<file path="src/rtl/mp_mul_seq_pkg.sv">
// Shared types and constants for the multi-cycle 32x32 multiply sequencer.
// State encodings, op-field bit positions and pass bookkeeping.
package mp_mul_seq_pkg;

  localparam int MUL_PASSES = 4;
  localparam int OP_HI      = 1;
  localparam int OP_SGN     = 0;

  typedef enum logic [2:0] {
    S_IDLE = 3'd0,
    S_P0   = 3'd1,
    S_P1   = 3'd2,
    S_P2   = 3'd3,
    S_P3   = 3'd4,
    S_DONE = 3'd5
  } state_t;

  // Pass index: bit1 selects the high half of a, bit0 the high half of b.
  typedef logic [$clog2(MUL_PASSES)-1:0] pass_t;

endpackage

</file>
<file path="src/rtl/mp_booth16.sv">
// 16x16 radix-4 Booth multiplier on 17-bit two's-complement operands, combinational.
// The result is taken mod 2^32; every pass product fits that range in its own signedness.
module mp_booth16 (
  input  logic        en,
  input  logic [16:0] a,
  input  logic [16:0] b,
  output logic [31:0] p
);

  logic [31:0] ax;
  logic [18:0] bx;
  logic [31:0] pp;
  logic [31:0] sum;

  assign ax = {{15{a[16]}}, a};
  assign bx = {b[16], b, 1'b0};

  always_comb begin
    sum = '0;
    pp  = '0;
    for (int i = 0; i < 9; i++) begin
      case (bx[2*i +: 3])
        3'b001, 3'b010: pp = ax;
        3'b011:         pp = ax << 1;
        3'b100:         pp = -(ax << 1);
        3'b101, 3'b110: pp = -ax;
        default:        pp = '0;
      endcase
      sum = sum + (pp << (2 * i));
    end
  end

  assign p = en ? sum : '0;

endmodule

</file>
<file path="src/rtl/mp_mul_pass.sv">
// Per-pass operand-half selection and sign-extend/shift of the partial product.
// Purely combinational; outside P0..P3 the multiplier operands and addend are zero.
import mp_mul_seq_pkg::*;

module mp_mul_pass (
  input  state_t      state,
  input  logic [31:0] a,
  input  logic [31:0] b,
  input  logic        sgn,
  input  logic [31:0] partial,
  output logic        mul_en,
  output logic [16:0] mul_a,
  output logic [16:0] mul_b,
  output logic [63:0] addend
);

  pass_t       pass;
  logic        a_hi;
  logic        b_hi;
  logic        psgn;
  logic [5:0]  shamt;
  logic [63:0] ext;
  logic [15:0] a_half;
  logic [15:0] b_half;

  assign mul_en = (state == S_P0) || (state == S_P1) || (state == S_P2) || (state == S_P3);
  assign pass   = pass_t'(state - S_P0);
  assign a_hi   = pass[1];
  assign b_hi   = pass[0];
  assign a_half = a_hi ? a[31:16] : a[15:0];
  assign b_half = b_hi ? b[31:16] : b[15:0];

  // Only a high half of a signed op carries a sign; low halves are always magnitudes.
  assign mul_a = mul_en ? {sgn & a_hi & a_half[15], a_half} : '0;
  assign mul_b = mul_en ? {sgn & b_hi & b_half[15], b_half} : '0;

  assign psgn   = sgn & (a_hi | b_hi);
  assign shamt  = {a_hi & b_hi, a_hi ^ b_hi, 4'b0000};
  assign ext    = psgn ? {{32{partial[31]}}, partial} : {32'b0, partial};
  assign addend = mul_en ? (ext << shamt) : '0;

endmodule

</file>
<file path="src/rtl/mp_mul_seq.sv">
// Two-lane round-robin 32x32 multiply sequencer over one shared 16x16 Booth multiplier.
// Response 5 cycles after grant (4 for FAST_LO low-word ops); result held until rsp_ready.
import mp_mul_seq_pkg::*;

module mp_mul_seq #(
  parameter bit FAST_LO = 1'b1
) (
  input  logic        clk,
  input  logic        rst_n,
  input  logic        flush,
  input  logic [1:0]  req_valid,
  output logic [1:0]  req_ready,
  input  logic [31:0] req_a0,
  input  logic [31:0] req_b0,
  input  logic [31:0] req_a1,
  input  logic [31:0] req_b1,
  input  logic [1:0]  req_op0,
  input  logic [1:0]  req_op1,
  output logic        rsp_valid,
  input  logic        rsp_ready,
  output logic        rsp_id,
  output logic [31:0] rsp_data
);

  state_t      state;
  logic [31:0] a_q;
  logic [31:0] b_q;
  logic [1:0]  op_q;
  logic        id_q;
  logic        rr;
  logic [63:0] acc;
  logic [1:0]  grant;

  logic        mul_en;
  logic [16:0] mul_a;
  logic [16:0] mul_b;
  logic [31:0] partial;
  logic [63:0] addend;

  always_comb begin
    grant = 2'b00;
    if (state == S_IDLE && !flush) begin
      if (req_valid[0] && (!req_valid[1] || !rr)) grant = 2'b01;
      else if (req_valid[1])                      grant = 2'b10;
    end
  end

  mp_mul_pass u_pass (
    .state   (state),
    .a       (a_q),
    .b       (b_q),
    .sgn     (op_q[OP_SGN]),
    .partial (partial),
    .mul_en  (mul_en),
    .mul_a   (mul_a),
    .mul_b   (mul_b),
    .addend  (addend)
  );

  mp_booth16 u_mul (
    .en (mul_en),
    .a  (mul_a),
    .b  (mul_b),
    .p  (partial)
  );

  always_ff @(posedge clk or negedge rst_n) begin
    if (!rst_n) begin
      state <= S_IDLE;
      a_q   <= '0;
      b_q   <= '0;
      op_q  <= '0;
      id_q  <= 1'b0;
      rr    <= 1'b0;
      acc   <= '0;
    end else if (flush) begin
      state <= S_IDLE;
    end else begin
      case (state)
        S_IDLE: begin
          if (|grant) begin
            a_q   <= grant[1] ? req_a1  : req_a0;
            b_q   <= grant[1] ? req_b1  : req_b0;
            op_q  <= grant[1] ? req_op1 : req_op0;
            id_q  <= grant[1];
            rr    <= ~grant[1];
            acc   <= '0;
            state <= S_P0;
          end
        end
        S_P0: begin
          acc   <= acc + addend;
          state <= S_P1;
        end
        S_P1: begin
          acc   <= acc + addend;
          state <= S_P2;
        end
        S_P2: begin
          acc   <= acc + addend;
          // aH*bH only reaches bits 63:32, so a low-word op can stop here.
          state <= (FAST_LO && !op_q[OP_HI]) ? S_DONE : S_P3;
        end
        S_P3: begin
          acc   <= acc + addend;
          state <= S_DONE;
        end
        S_DONE: begin
          if (rsp_ready) state <= S_IDLE;
        end
        default: state <= S_IDLE;
      endcase
    end
  end

  assign req_ready = grant;
  assign rsp_valid = (state == S_DONE);
  assign rsp_id    = id_q;
  assign rsp_data  = rsp_valid ? (op_q[OP_HI] ? acc[63:32] : acc[31:0]) : 32'h0;

endmodule

</file>
<file path="config.mk">
export PLATFORM = sky130hd
export DESIGN_NAME = mp_mul_seq
export DESIGN_NICKNAME = d
export VERILOG_FILES = /design/src/rtl/mp_mul_seq_pkg.sv /design/src/rtl/mp_booth16.sv /design/src/rtl/mp_mul_pass.sv /design/src/rtl/mp_mul_seq.sv
export SDC_FILE = /design/constraint.sdc
export NUM_CORES = 1
export LEC_CHECK = 0
export CAP_MARGIN = 10
export CORE_UTILIZATION = 50
export DETAILED_ROUTE_END_ITERATION = 8
export PLACE_DENSITY_LB_ADDON = 0.15
export SETUP_SLACK_MARGIN = 0.05
export SYNTH_ARGS = -nofsm -noshare
export SYNTH_HDL_FRONTEND = slang
export SYNTH_SLANG_ARGS = --single-unit
export TNS_END_PERCENT = 30
</file>
<file path="constraint.sdc">
create_clock -name clk -period 13.4 [get_ports clk]
set_clock_uncertainty 0.05 [all_clocks]
set_input_delay 1.34 -clock clk [delete_from_list [all_inputs] [get_ports clk]]
set_output_delay 1.34 -clock clk [all_outputs]
set_load 0.02 [all_outputs]
</file>
## Yosys cells after proc, flatten, opt, wreduce, memory -nomap -nowiden

Cells that the tools add are included.

- Shift operators: 1
- Reduce and logical (&&, ||, !) cells: 32
- Bitwise gates (word level): 10
- Muxes and demuxes: 31
- Equality and inequality tests: 59
- Add/sub/neg operators: 12

Operators with widths:

| kind | count |
|---|---|
| adder 32 bit | 8 |
| 2-to-1 mux 64 bit | 3 |
| 2-to-1 mux 32 bit | 5 |
| one-hot mux 64 bit (2 select lines) | 1 |
| one-hot mux 30 bit (4 select lines) | 1 |
| one-hot mux 28 bit (4 select lines) | 1 |
| one-hot mux 26 bit (4 select lines) | 1 |
| one-hot mux 24 bit (4 select lines) | 1 |
| one-hot mux 32 bit (3 select lines) | 1 |
| one-hot mux 22 bit (4 select lines) | 1 |
| one-hot mux 20 bit (4 select lines) | 1 |
| == test 3 bit, second input constant | 26 |
| one-hot mux 18 bit (4 select lines) | 1 |
| adder 64 bit | 1 |
| negator 32 bit | 2 |
| one-hot mux 16 bit (4 select lines) | 1 |
| left shift 64 x 6 -> 64 bit | 1 |
| == test 3 x 2 -> 1 bit, second input constant | 18 |
| 2-to-1 mux 17 bit | 2 |
| OR reduction 2 bit | 17 |
| 2-to-1 mux 16 bit | 2 |
| == test 3 x 1 -> 1 bit, second input constant | 9 |
| one-hot mux 3 bit (6 select lines) | 1 |
| 2-to-1 mux 3 bit | 3 |
| 19 further kinds | 37 |

- Output and inout port bits: 36
- Logic and storage cells: 152
- Input port bits: 138
- Bits in registers: 135

## Depth between registers and ports, before layout

Gate-level depths: netlist (run 1).

- Word-level depth: 22
- Gate-level depth with buffers: 57

## Modules after synthesis

A second synthesis (run 1) with hierarchy kept.

- Cell total of the unflattened synthesis: 3207
- Area, all modules: 23362.4 um^2

Modules (own cells, without submodules):

| module | instances | area an instance (um^2) | seq. area each (um^2) | cells each |
|---|---|---|---|---|
| mp_booth16 | 1 | 12325.6 | 0.0 | 1817 |
| mp_mul_seq | 1 | 9510.4 | 3378.2 | 1151 |
| mp_mul_pass | 1 | 1526.5 | 0.0 | 239 |

## Worst setup path after synthesis (run 1)

OpenSTA, ideal clock, no wires.

- Path type: reg-to-reg
- Start: register state[0]
- End: register acc[58]
- Path buffers: 7
- Arrival time: 11.907 ns
- Path slack: 1.322 ns
- Cell stages (with the launch flop): 50
- Cell sequence: dfrtp_1 -> buf_2 -> inv_2 -> ha_1 -> or4_1 -> nand2_1 -> clkbuf_1 -> buf_1 -> clkbuf_1 -> clkbuf_1 -> nor2_1 -> inv_1 -> clkbuf_1 -> ha_1 -> o21ai_1 -> nor2_1 -> a21oi_1 -> a31oi_1 -> [14 not listed] -> a21o_1 -> o21a_1 -> o21ai_0 -> xnor2_2 -> nor3_4 -> nand2_1 -> a21oi_1 -> a41o_1 -> ha_1 -> and2_1 -> a221o_1 -> a31o_2 -> a31o_2 -> a31oi_1 -> o31a_1 -> a21boi_0 -> or3_1 -> a32o_1

- Word-level cells in the longest chain between the ends: 22
- Elaborated cells on any way between the ends: 120

RTL lines:

| element | RTL line | RTL |
|---|---|---|
| start: declaration | mp_mul_seq.sv:25 | `state_t state;` |
| start signal: assignment | mp_mul_seq.sv:102 | `state <= (FAST_LO && !op_q[OP_HI]) ? S_DONE : S_P3;` |
| branches (longest 22 deep; another with negator 32 bit) | -- |  |
| end signal: assignment | mp_mul_seq.sv:92 | `acc <= acc + addend;` |
| end signal: assignment | mp_mul_seq.sv:96 | `acc <= acc + addend;` |
| end signal: assignment | mp_mul_seq.sv:100 | `acc <= acc + addend;` |
| end: declaration | mp_mul_seq.sv:31 | `logic [63:0] acc;` |

Parallel ways; which one is timed is not known.
A chain may end at the register's enable or synchronous reset.

## Worst setup path in the final report (run 1)

Ends and elaborated chain as after synthesis.

==> flow_summary.toml, run 1 <==
[sta]
worst-slew-pin-transition_ns = 1.21
min_period_ns = 12.18
slew_headroom_pct = 19.1
finalSetupTns_ns = 0
fmax_mhz = 82.1
rsz0062_at_grt = "false"
hold_viol_final = 0
slew_violations = 0
timing.final.crit_share_pct = 90.9
setup_viol = 0
holdWs_ns = 0.448

[clock_network]
post-cts-setup-buffer-count = 0
clockBufferDepth = 2
post_cts_resize_count = 0
ctsHoldBuffers = 0
cts_root_buffer = "clkbuf_16"
tritoncts = "done"
clkSlewWorstSetupHoldPaths_ns = 0.07
insertion_delay_ns = 0.48
numCtsBuffers = 17
cts_sinks = 135
h-tree-depth = 4

[placed_design]
dp_hpwl_mm = 61.0
io_buffers = 173
dp_cells = 3062
placed_area_um2 = 22400
gp_congestion = 1.00

[global_route]
grt_pass1_wl_mm = 124
grt_max_degree = 84
antenna_found_initial = 0
grt_overflow = 0
grt_pass1_vias = 20599
grt.total_usage_pct = 39.8

[detailed_routing]
via_per_inst = 6.68
drt_iter0_markers = 2502
ant_nets = 0
dr.pass1.iters = 9
drt-total-wl_mm = 80.1
vias = 20680
drc = 1
wl_per_cell_um = 25.9

[synthesis]
synth_nets = 2884
ys_seq_area_share_pct = 16.9
synthCells = 2478
synth.largest_area_cell = "dfrtp_1"
ys.warnings.count = 0
netlist_top_cells_area = "dfrtp_1, fa_1, ha_1"
synthMostInstantiatedCell = "inv_1"
synth_area_um2 = 20000
yosysTopAreaCellShare_pct = 16.9
avgSynthCellArea_um2 = 8.05
synthTopCellsByCount = "inv_1, nand2_1, nor2_1, a21oi_1, clkbuf_1"
synthDistinctLibCells = 77
ys_seq_elements = 135
synth_flop_cell = "dfrtp_1"
synth_edf_count = 0
synthArstFlopShare_pct = 100

[finish]
multi_input_area_um2 = 15100
post-route-cell-area_um2 = 23000
num_antenna_cells = 0
seqCellArea_um2 = 3380
nFillCells = 3553
area_delta_synth_final_pct = 15.2
drive_gt1_share_pct = 6.60
fin_nets = 2969
fin_cells = 3094

[setup_path]
cp-end-kind = "flop"
slowest_delay_ns = 0.61
arrival_ns = 12.49
r2r_cells = 42
crit_type = "reg -> reg"
r2r_slack_ns = 1.22
r2r-end = "acc[58]"
crit_slowest_cell = "or3_1"
worstReg2RegStart = "state[0]"
crit_path_start_kind = "flop"
required_ns = 13.71
critPathMaxFanout = 20
critPathMostFrequentCell = "ha_1"

[outcome]
status = "finished with violations"
failed_checks = "design-rule violations"

[worst_hold_path]
hp-start = "b_q[29]"
hold_path_class = "reg -> reg"
hold-path-cell-count = 2
hold_end = "b_q[29]"

[floorplanning]
die_h_um = 202
start_util_pct = 51.2
die_w_um = 202
rows = 72
coreArea_um2 = 39000
io_pins = 174
dieArea_um2 = 40700

[flow_run]
drv_cap = 0
## flip-flops by register name, indices dropped and copies added, names as in the netlist
name / cells
state: 3
acc: 64
b_q: 32
a_q: 32
rr: 1
rsp_id: 1
op_q: 2
## logic make-up (layout without fill, tap and decap cells)
kind of cell	after synthesis	count (layout)	share of synthesized area (%)
AO/OA/AOI/OAI	811	811	28.7
XOR/XNOR	123	123	5.62
adder cells (fa/ha/maj)	268	268	22.3
buffers and inverters	447	545	8.45
flip-flops	135	135	16.9
multiplexers	71	71	3.61
AND/OR/NAND/NOR	623	623	14.4
## how the worst max path moves through the flow
| stage | start | endpoint | slack [ns] | depth (start not counted) |
|---|---|---|---|---|
| 2_1_floorplan | state[0] | acc[58] | 1.32 | 49 |
| 3_3_place_gp | state[0] | acc[58] | 1.61 | 40 |
| 5_1_grt | state[0] | acc[56] | 0.55 | 44 |
| 3_5_place_dp | state[0] | acc[58] | 1.45 | 42 |
| 6_report | state[0] | acc[58] | 1.22 | 42 |
| 4_1_cts | state[0] | acc[58] | 1.38 | 42 |
## per-layer routing
| metal | vias to the layer above | wire (µm) | track usage, % |
|---|---|---|---|
| li1 | 9164 | - | - |
| met3 | 255 | 7000 | 8.13 |
| met5 | - | 0 | 0 |
| met2 | 1157 | 35900 | 61.8 |
| met4 | 0 | 4850 | 22.3 |
| met1 | 10104 | 32300 | 51.7 |
## worst max-delay path, delay by kind of cell, from the launching register on
family	cells	cell delay (ns)
buf+inv	5	0.99
compound gates	20	4.52
fa+ha+maj	8	3.01
mux	1	0.58
flops	1	0.44
xor+xnor	2	0.74
simple gates	6	1.71
## layout make-up
cell class,instances,area share (%)
inverters,263,4.29
clock inverters,14,0.599
clock buffers,18,1.87
well taps,518,2.82
multi-input cells,1896,65.6
flip-flops and latches,135,14.7
repair buffers,250,10.1
## metrics by stage
stage,setup slack (ns),util (%)
final,1.22,58.9
after global routing,0.550,58.9
after CTS,1.38,58.9
after detailed placement,1.45,57.5
after global placement,1.61,57.5
after floorplan,1.32,-
## cells in the final DEF, fill, tap and decap left out, types with 7 or more instances in the layout
cell type / n
nand2b_1: 19
mux2i_1: 62
and3_1: 19
fa_1: 146
a221o_1: 66
nor3_1: 27
nor2b_1: 14
clkbuf_16: 17
o21ai_0: 122
clkdlybuf4s50_1: 172
o21bai_1: 21
nand2_1: 196
a22oi_1: 24
mux2_2: 8
o22ai_1: 97
a221oi_1: 49
xor2_1: 46
or4_1: 7
inv_1: 261
a31oi_1: 15
and2_1: 10
or2_2: 14
or3_1: 29
nor3_4: 8
a21o_1: 80
nand4_1: 12
o21a_1: 16
dfrtp_1: 133
a21oi_1: 162
a211oi_1: 7
xnor2_1: 70
o221ai_1: 11
ha_1: 122
o211ai_1: 8
a222oi_1: 70
nor2_1: 188
buf_4: 76
nand3_1: 52
Power of run 1 is left out: the tool's default activity adds up to more than one toggle a clock period on the data nets, which glitch-free logic cannot reach.
==> inputs of run 2 (changes only) <==
--- a/config.mk
+++ b/config.mk
@@ -6,7 +6,9 @@
 export NUM_CORES = 1
 export LEC_CHECK = 0
 export CAP_MARGIN = 10
-export CORE_UTILIZATION = 50
+export CELL_PAD_IN_SITES_DETAIL_PLACEMENT = 1
+export CELL_PAD_IN_SITES_GLOBAL_PLACEMENT = 2
+export CORE_UTILIZATION = 36
 export DETAILED_ROUTE_END_ITERATION = 8
 export PLACE_DENSITY_LB_ADDON = 0.15
 export SETUP_SLACK_MARGIN = 0.05
==> run 2 against run 1 <==
  * The run still ends with design-rule violations left
  * First-iteration DRC count shrank 25%
  * Largest cell class unchanged
  * Cell count grew 6.9%
  * Sequential share of layout area shrank 0.15 points
  * Die area grew 38%
  * Via count shrank 0.48%
  * Non-clock buffer count shrank 6
  * Critical path depth shrank 1
  * Clock-buffer cell count is the same
  * Design area grew 1.0%
  * Worst setup slack lost 0.66 ns
==> flow_summary.toml, run 2 (same netlist as run 1, synthesis figures left out) <==
[setup_path]
arrival_ns = 13.16
required_ns = 13.71
crit_family = "compound AO/OA/AOI/OAI gates"
slowest_delay_ns = 0.78
crit_path_start_kind = "flop"
r2r_slack_ns = 0.56
path_buf_inv = 4
crit_type = "reg -> reg"
startpoint = "state[0]"
r2r_cells = 41
critical_path_cell_count = 41
r2r-end = "acc[58]"
worstReg2RegStart = "state[0]"
crit_slowest_cell = "a2111oi_0"
critPathMaxFanout = 55
critPathCapture = "acc[58]"
cp-end-kind = "flop"

[detailed_routing]
via_per_inst = 6.22
drc = 2
drt_iter0_markers = 1877
ant_nets = 0
dr.pass1.iters = 9
drt-total-wl_mm = 90.2
wl_per_cell_um = 27.3
vias = 20580

[outcome]
status = "finished with violations"
failed_checks = "design-rule violations"

[finish]
post-route-cell-area_um2 = 23200
drive_gt1_share_pct = 6.70
final_cell_mix = "inv_1, nand2_1, nor2_1"
largest_reg_flops = 64
regMostFlops = "acc"
area_delta_synth_final_pct = 16.4
reg.largest.list = "acc x64, a_q x32, b_q x32"
mostFrequentLayoutCell = "inv_1"
seqCellArea_um2 = 3380
multi_input_area_um2 = 15100
fin_nets = 2963
nFillCells = 6462

[placed_design]
gp_congestion = 0.917
pre_cts_slack_ns = 0.0610
dp_hpwl_mm = 68.8
io_buffers = 173
placed_area_um2 = 22600

[floorplanning]
io_pins = 174
rows = 85
coreArea_um2 = 54300
dieArea_um2 = 56400
die_w_um = 237
start_util_pct = 36.7
die_h_um = 237

[clock_network]
numCtsBuffers = 17
ctsHoldBuffers = 0
insertion_delay_ns = 0.48
cts_root_buffer = "clkbuf_16"
clkSlewWorstSetupHoldPaths_ns = 0.07
h-tree-depth = 4
cts_sinks = 135
tritoncts = "done"
clockBufferDepth = 2

[sta]
slew_headroom_pct = 15.2
finalSetupTns_ns = 0
slew_violations = 0
min_period_ns = 12.84
setup_ws_ns = 0.557
setup_viol = 0
rsz0062_at_grt = "true"
fmax_mhz = 77.9
timing.final.crit_share_pct = 95.8
hold_viol_final = 0
worst-slew-pin-transition_ns = 1.26

[global_route]
grt_pass1_wl_mm = 138
antenna_found_initial = 1
grt_pass1_vias = 21881
grt.total_usage_pct = 32.3
grt_overflow = 0
grt_max_degree = 72

[flow_run]
drv_cap = 0

[worst_hold_path]
hold_path_class = "reg -> reg"
run 2: worst min path at each step:
stage                 start       to  slack [ns]  depth (start not counted)
floorplan           b_q[31]  b_q[31]        0.40                          2
global placement     rsp_id   rsp_id        0.41                          1
detailed placement   rsp_id   rsp_id        0.42                          1
CTS                  rsp_id   rsp_id        0.43                          1
global route         rsp_id   rsp_id        0.46                          1
finish               rsp_id   rsp_id        0.43                          1
run 2: layout make-up:
| class | count | share of cell area, % |
|---|---|---|
| diodes | 1 | 0.0108 |
| clock buffers | 18 | 1.89 |
| clock inverters | 13 | 0.480 |
| inverters | 263 | 4.25 |
| multi-input cells | 1896 | 65.1 |
| flip-flops and latches | 135 | 14.6 |
| well taps | 739 | 3.98 |
| repair buffers | 244 | 9.76 |
run 2: metrics by stage:
stage          cells  hold WS (ns)  utilization (%)
2_1_floorplan   2478         0.398                -
3_3_place_gp    3277         0.412             41.6
3_5_place_dp    3277         0.420             41.6
4_1_cts         3308         0.433             42.7
5_1_grt         3309         0.457             42.7
6_report        3309         0.426             42.7
run 2: timing repair:
item | in CTS | in global routing
setup buffers | 0 | 0
gates cloned | 0 | 0
setup endpoints to repair | 1 | 14
resized for setup | 1 | 6
run 2: metal layers:
metal | global-route usage [%] | routed length (µm)
met1 | 39.8 | 36900
met2 | 56.3 | 44800
met3 | 4.34 | 4620
met4 | 14.1 | 3920
met5 | 0 | 0
Power of run 2 is left out for the same reason.
